$ cat config.mk
export PLATFORM = sky130hd
export DESIGN_NAME = dequant_izigzag
export DESIGN_NICKNAME = d
export VERILOG_FILES = /design/src/rtl/dequant_izigzag.sv
export SDC_FILE = /design/constraint.sdc
export NUM_CORES = 2
export LEC_CHECK = 0
export CORE_AREA = 2 2 488 490
export CTS_CLUSTER_DIAMETER = 150
export CTS_CLUSTER_SIZE = 28
export DETAILED_ROUTE_END_ITERATION = 10
export DIE_AREA = 0 0 490 492
export PLACE_DENSITY = 0.52
export SYNTH_ARGS = -nofsm -noshare
export SYNTH_HDL_FRONTEND = slang
export SYNTH_SLANG_ARGS = --single-unit
export TNS_END_PERCENT = 30
$ cat constraint.sdc
create_clock -name clk_i -period 66.4 [get_ports clk_i]
set_clock_uncertainty 0.05 [all_clocks]
set_input_delay 16.6 -clock clk_i [delete_from_list [all_inputs] [get_ports clk_i]]
set_output_delay 16.6 -clock clk_i [all_outputs]
set_load 0.01 [all_outputs]
$ cat src/rtl/dequant_izigzag.sv
`default_nettype none
// ============================================================================
//  Module   : dequant_izigzag
//  Purpose  : Dequantizer and inverse-zigzag block assembler feeding an 8x8
//             IDCT. One signed coefficient per cycle arrives in JPEG zigzag
//             order. It is multiplied by its quant-table entry and saturated
//             to OUT_W bits. The result is then written into the raster slot
//             of a 64-entry assembly buffer. A completed block is moved into a
//             held flat output bus, which stays there until it is acknowledged.
//  Ports    : clk_i        rising-edge clock
//             rst_i        asynchronous active-high reset
//             coef_in_i    signed quantized coefficient (zigzag order)
//             coef_valid_i coefficient valid (transfer = valid & ready)
//             coef_last_i  end-of-block marker, qualified by a transfer
//             coef_ready_o assembler can accept a coefficient this cycle
//             q_table_i    64 quant entries, zigzag order, Q_W bits each
//             blk_out_o    64 dequantized coefficients, raster order
//             blk_valid_o  blk_out_o holds a complete block (level)
//             blk_ack_i    consumer has taken blk_out_o
//             blk_sat_o    presented block contained a saturated value
//  Revision : 1.0  initial release
// ============================================================================
module dequant_izigzag #(
  parameter int IN_W  = 11,
  parameter int Q_W   = 8,
  parameter int OUT_W = 11
) (
  input  logic                   clk_i,
  input  logic                   rst_i,
  input  logic signed [IN_W-1:0] coef_in_i,
  input  logic                   coef_valid_i,
  input  logic                   coef_last_i,
  output logic                   coef_ready_o,
  input  logic [64*Q_W-1:0]      q_table_i,
  output logic [64*OUT_W-1:0]    blk_out_o,
  output logic                   blk_valid_o,
  input  logic                   blk_ack_i,
  output logic                   blk_sat_o
);

  localparam int PROD_W = IN_W + Q_W + 1;

  // Saturation bounds, +(2^(OUT_W-1)-1) and -2^(OUT_W-1), built at product width
  localparam logic signed [PROD_W-1:0] SAT_MAX =
    {{(PROD_W-OUT_W+1){1'b0}}, {(OUT_W-1){1'b1}}};
  localparam logic signed [PROD_W-1:0] SAT_MIN =
    {{(PROD_W-OUT_W+1){1'b1}}, {(OUT_W-1){1'b0}}};

  localparam logic [0:0] ST_FILL = 1'b0;
  localparam logic [0:0] ST_HOLD = 1'b1;

  // Zigzag position -> raster position (row*8+col)
  function automatic logic [5:0] zz_raster(input logic [5:0] k);
    logic [5:0] r;
    case (k)
      6'd0:  r = 6'd0;   6'd1:  r = 6'd1;   6'd2:  r = 6'd8;   6'd3:  r = 6'd16;
      6'd4:  r = 6'd9;   6'd5:  r = 6'd2;   6'd6:  r = 6'd3;   6'd7:  r = 6'd10;
      6'd8:  r = 6'd17;  6'd9:  r = 6'd24;  6'd10: r = 6'd32;  6'd11: r = 6'd25;
      6'd12: r = 6'd18;  6'd13: r = 6'd11;  6'd14: r = 6'd4;   6'd15: r = 6'd5;
      6'd16: r = 6'd12;  6'd17: r = 6'd19;  6'd18: r = 6'd26;  6'd19: r = 6'd33;
      6'd20: r = 6'd40;  6'd21: r = 6'd48;  6'd22: r = 6'd41;  6'd23: r = 6'd34;
      6'd24: r = 6'd27;  6'd25: r = 6'd20;  6'd26: r = 6'd13;  6'd27: r = 6'd6;
      6'd28: r = 6'd7;   6'd29: r = 6'd14;  6'd30: r = 6'd21;  6'd31: r = 6'd28;
      6'd32: r = 6'd35;  6'd33: r = 6'd42;  6'd34: r = 6'd49;  6'd35: r = 6'd56;
      6'd36: r = 6'd57;  6'd37: r = 6'd50;  6'd38: r = 6'd43;  6'd39: r = 6'd36;
      6'd40: r = 6'd29;  6'd41: r = 6'd22;  6'd42: r = 6'd15;  6'd43: r = 6'd23;
      6'd44: r = 6'd30;  6'd45: r = 6'd37;  6'd46: r = 6'd44;  6'd47: r = 6'd51;
      6'd48: r = 6'd58;  6'd49: r = 6'd59;  6'd50: r = 6'd52;  6'd51: r = 6'd45;
      6'd52: r = 6'd38;  6'd53: r = 6'd31;  6'd54: r = 6'd39;  6'd55: r = 6'd46;
      6'd56: r = 6'd53;  6'd57: r = 6'd60;  6'd58: r = 6'd61;  6'd59: r = 6'd54;
      6'd60: r = 6'd47;  6'd61: r = 6'd55;  6'd62: r = 6'd62;  default: r = 6'd63;
    endcase
    return r;
  endfunction

  // --------------------------------------------------------------------------
  // State
  // --------------------------------------------------------------------------
  logic [0:0]            state_q, state_d;
  logic [5:0]            idx_q, idx_d;
  logic [OUT_W-1:0]      asm_q [64];
  logic [OUT_W-1:0]      asm_d [64];
  logic                  sat_acc_q, sat_acc_d;
  logic [64*OUT_W-1:0]   blk_out_q, blk_out_d;
  logic                  blk_valid_q, blk_valid_d;
  logic                  blk_sat_q, blk_sat_d;

  // --------------------------------------------------------------------------
  // Datapath: table lookup, single multiplier, saturation
  // --------------------------------------------------------------------------
  logic [Q_W-1:0]           q_tab [64];
  logic signed [PROD_W-1:0] coef_ext;
  logic signed [PROD_W-1:0] q_ext;
  logic signed [PROD_W-1:0] prod;
  logic [OUT_W-1:0]         sat_val;
  logic                     this_sat;
  logic [64*OUT_W-1:0]      asm_flat;

  generate
    for (genvar k = 0; k < 64; k++) begin : g_qtab
      assign q_tab[k] = q_table_i[k*Q_W +: Q_W];
    end
  endgenerate

  // Quant entries are unsigned, so they are zero-extended; the product of an
  // IN_W signed and a (Q_W+1) signed operand always fits in PROD_W bits.
  assign coef_ext = {{(PROD_W-IN_W){coef_in_i[IN_W-1]}}, coef_in_i};
  assign q_ext    = {{(PROD_W-Q_W){1'b0}}, q_tab[idx_q]};
  assign prod     = coef_ext * q_ext;

  always_comb begin
    sat_val  = prod[OUT_W-1:0];
    this_sat = 1'b0;
    if (prod > SAT_MAX) begin
      sat_val  = SAT_MAX[OUT_W-1:0];
      this_sat = 1'b1;
    end else if (prod < SAT_MIN) begin
      sat_val  = SAT_MIN[OUT_W-1:0];
      this_sat = 1'b1;
    end
  end

  // --------------------------------------------------------------------------
  // Handshake and block-completion control
  // --------------------------------------------------------------------------
  logic xfer;
  logic blk_end;
  logic load;
  logic sat_new;

  assign coef_ready_o = (state_q == ST_FILL);
  assign xfer         = coef_valid_i & coef_ready_o;
  assign blk_end      = xfer & (coef_last_i | (idx_q == 6'd63));

  // Output register is loaded when a block completes and the output is free
  // (or being freed this very cycle), or when a parked block is released.
  assign load = (blk_end & (~blk_valid_q | blk_ack_i)) |
                ((state_q == ST_HOLD) & blk_ack_i);

  assign sat_new = sat_acc_q | (xfer & this_sat);

  // Assembly buffer with the current write folded in, so a load on the final
  // coefficient's edge captures that coefficient too.
  always_comb begin
    asm_d = asm_q;
    if (xfer) begin
      asm_d[zz_raster(idx_q)] = sat_val;
    end
  end

  generate
    for (genvar i = 0; i < 64; i++) begin : g_pack
      assign asm_flat[i*OUT_W +: OUT_W] = asm_d[i];
    end
  endgenerate

  always_comb begin
    state_d     = state_q;
    idx_d       = idx_q;
    sat_acc_d   = sat_acc_q;
    blk_out_d   = blk_out_q;
    blk_valid_d = blk_valid_q;
    blk_sat_d   = blk_sat_q;

    if (xfer) begin
      sat_acc_d = sat_new;
      // idx stays put on the final coefficient so a parked block keeps it
      if (!blk_end) begin
        idx_d = idx_q + 6'd1;
      end
    end

    if (blk_end && !load) begin
      state_d = ST_HOLD;
    end

    if (load) begin
      blk_out_d   = asm_flat;
      blk_valid_d = 1'b1;
      blk_sat_d   = sat_new;
      sat_acc_d   = 1'b0;
      idx_d       = 6'd0;
      state_d     = ST_FILL;
    end else if (blk_ack_i) begin
      blk_valid_d = 1'b0;
    end
  end

  always_ff @(posedge clk_i or posedge rst_i) begin
    if (rst_i) begin
      state_q     <= ST_FILL;
      idx_q       <= '0;
      sat_acc_q   <= 1'b0;
      blk_out_q   <= '0;
      blk_valid_q <= 1'b0;
      blk_sat_q   <= 1'b0;
      for (int i = 0; i < 64; i++) begin
        asm_q[i] <= '0;
      end
    end else begin
      state_q     <= state_d;
      idx_q       <= idx_d;
      sat_acc_q   <= sat_acc_d;
      blk_out_q   <= blk_out_d;
      blk_valid_q <= blk_valid_d;
      blk_sat_q   <= blk_sat_d;
      // Buffer clears on a load: unwritten slots of the next block read as 0
      if (load) begin
        for (int i = 0; i < 64; i++) begin
          asm_q[i] <= '0;
        end
      end else begin
        asm_q <= asm_d;
      end
    end
  end

  assign blk_out_o   = blk_out_q;
  assign blk_valid_o = blk_valid_q;
  assign blk_sat_o   = blk_sat_q;

endmodule
`default_nettype wire
==> results.yml <==
synthesis:
  yosysSeqAreaShare_pct: 51.6
  synth_mux_area_share_pct: 6.24
  synth_fa_ha_area_share_pct: 3.09
  yosysMostFrequentCell: "dfrtp_1"
  synthXorXnorAreaFrac_pct: 0.255
  synth_compound_area_share_pct: 20.4
  postSynthAreaPerCell_um2: 10.3
  synth_flop_cell: "dfrtp_1"
  yosys.area.top_type_share_pct: 51.6
  syn_area_mm2: 0.0688
  syn_inst: 6667
  yosys.area_share.simple_pct: 13.4
  synth-edff-count: 0
  ys_warn_count: 0
  synth_top_family_by_area: "compound AO/OA/AOI/OAI gates"
  synth_area_leaders: "dfrtp_1, mux4_2, nand2_1"
  yosysTopAreaCell: "dfrtp_1"
  synth.distinct_cells: 85
  yosys_register_bits: 1418
  async_flop_share_pct: 100
  synthTopCellsByCount: "dfrtp_1, nand2_1, o21ai_0"
  synthesis.nets: 7322
drt:
  drc_errors: 0
  routedWlPerCell_um: 29.1
  routed_wl_um: 310000
  viasPerCell: 5.52
  ant_nets: 0
  vias: 58877
  dr.pass1.iters: 5
  drtIter0Drc: 5324
setup_path:
  timing.critical_path.cells: "clkdlybuf4s50_1 -> mux2i_1 -> o21ai_0 -> o22ai_1 -> o311ai_0 -> o21ai_0 -> inv_1 -> nand2_1 -> fa_1 -> fa_1 -> inv_1 -> fa_1 -> inv_1 -> fa_1 -> inv_1 -> ha_1 -> and3_1 -> and3_1 -> or4_1 -> and4_1 -> and4_1 -> o211ai_4 -> buf_12 -> o21ai_0"
  critPathArrivalTime_ps: 25810
  crit_path_top_delay_cell: "o211ai_4"
  cp_num_buf_inv: 6
  crit_path_end_kind: "flop"
  critPathTopFamily: "compound AO/OA/AOI/OAI gates"
  start_kind: "input port"
  cp_data_required_time_ps: 66930
  path_max_fanout: 106
  slowest_delay_ps: 960
  critical_path_class: "in -> reg"
finish:
  drive_gt1_share_pct: 6.66
  seq_area_mm2: 0.0355
  nFillCells: 23729
  nets: 8079
  area_delta_synth_final_pct: 23.6
  multi_input_area_mm2: 0.0300
timing:
  setup_tns_ps: 0
  finalHoldViolCount: 0
  worst_pin_slew_ps: 1280
  period_minus_slack_ps: 25270
  period_share_pct: 38.1
  slew_violations: 0
  setup_viol: 0
  fmax_mhz: 39.6
  grt_setup_unrepaired: "no"
  slew_headroom_pct: 15.0
global_routing:
  grt_usage_pct: 24.9
  grt_pass1_wl_um: 442000
  grt_max_degree: 234
  grt_remaining_overflow: 0
  antenna_found_initial: 51
  grt_pass1_vias: 57954
job:
  maxCapViolCount: 0
clock_tree:
  post-cts-setup-buffer-count: 0
  cts_max_level: 2
  cts_max_path_buffers: 3
  cts_root_buf: "clkbuf_16"
  cts-hold-fix-buffers: 0
  cts_buffers: 58
  clk-insertion-delay-late_ps: 790
  clk_pin_slew_ps: 110
  cts_tree: "yes"
  clock-sinks: 1418
  cts.repair.resized: 0
floorplanning:
  dieArea_mm2: 0.241
  fp.dieH_um: 492
  core_area_mm2: 0.236
  die_w_um: 490
  start_util_pct: 29.1
  num_rows: 179
  pin_count: 1235
status:
  status: "finished clean"
placed_design:
  finalWeightedCongestion: 0.932
  io_buffer_count: 1234
  dpl.hpwl_um: 219000
worst_hold_path:
  hold_class: "reg -> reg"
worst paths after layout:
| path | cells after the start | startpoint | slack [ps] | end |
|---|---|---|---|---|
| max | 24 | q_table_i[43] | 41130 | blk_out_o[12] |
| min | 2 | sat_acc_q | 440 | sat_acc_q |
| max reg2reg | 25 | idx_q[0] | 55080 | blk_out_o[12] |
| min reg2reg | 2 | sat_acc_q | 440 | sat_acc_q |
| max in group asynchronous | 7 | rst_i | 45220 | asm_q[223] |
| min in group asynchronous | 2 | rst_i | 16400 | blk_out_o[632] |
worst reg2reg max path: stages (launching register included):
cell and delay (ps):
dfrtp_4 780, buf_4 670, buf_12 480, mux2i_1 500, o21ai_0 700, o22ai_1 210, o311ai_0 660, o21ai_0 180
inv_1 380, nand2_1 200, fa_1 470, fa_1 550, inv_1 50, fa_1 540, inv_1 50, fa_1 480
inv_1 40, ha_1 360, and3_1 270, and3_1 190, or4_1 570, and4_1 230, and4_1 420, o211ai_4 970
buf_12 540, o21ai_0 570
placed cells by master, fill, tap and decap left out, drive strengths merged, types with 10 or more instances in the layout:
cell,count
dfrtp,1418
clkdlybuf4s50,1234
nand2,890
o21ai,690
nand3,397
a31oi,388
nor2,297
o22ai,291
a2bb2oi,226
o211ai,168
mux4,153
inv,141
o31ai,112
buf,110
a21oi,102
or3,98
o2bb2ai,97
mux2i,77
fa,72
and3,68
diode,61
clkbuf,61
ha,55
nor3,50
and2,47
nand4,41
o32ai,33
xnor2,13
nor2b,10
layer usage:
metal  share of wire [%]  routed length (um)  up-vias  GRT usage [%]
li1                    -                   -    25944              -
met3                 5.5               17000      353           3.75
met2                  47              146000     2101           40.3
met1                  41              126000    30459           31.7
met5               0.079                 244        -          0.397
met4                 6.5               20100       20           14.2
metrics by stage:
| stage | std cells | setup slack, ps | hold slack [ps] | util, % | cell area (um2) |
|---|---|---|---|---|---|
| 3_5_place_dp | 10531 | 40300 | 416 | 35.2 | 83300 |
| 6_report | 10660 | 41130 | 441 | 36.0 | 85000 |
| 4_1_cts | 10599 | 41060 | 442 | 35.9 | 84900 |
| 2_1_floorplan | 6667 | 9760 | 398 | - | 68800 |
| 5_1_grt | 10656 | 40660 | 476 | 36.0 | 85000 |
| 3_3_place_gp | 10531 | 40400 | 408 | 35.2 | 83300 |
cells by family (layout without fill, tap and decap cells):
family,after synthesis,in the layout
adder cells (fa/ha/maj),127,127
AO/OA/AOI/OAI,2165,2165
buffers and inverters,782,1547
flip-flops,1418,1418
AND/OR/NAND/NOR,1918,1918
other,0,61
XOR/XNOR,20,20
multiplexers,237,237
sequential cells by signal (all words and copies together) (netlist names):
name         cells
asm_q          704
blk_out_o      704
sat_acc_q        1
blk_valid_o      1
idx_q            6
blk_sat_o        1
state_q          1
layout make-up:
type                            instances  share of cell area, %
Clock buffer                           61                   1.75
Timing Repair Buffer                 1344                   15.7
Sequential cell                      1418                   41.7
Inverter                              135                  0.605
Tap cell                             3167                   4.66
Multi-Input combinational cell       4467                   35.3
Clock inverter                          7                  0.122
Antenna cell                           61                  0.180
Power is not shown: default switching activity piles up to over one toggle a cycle in this logic, so the estimate is an artifact.
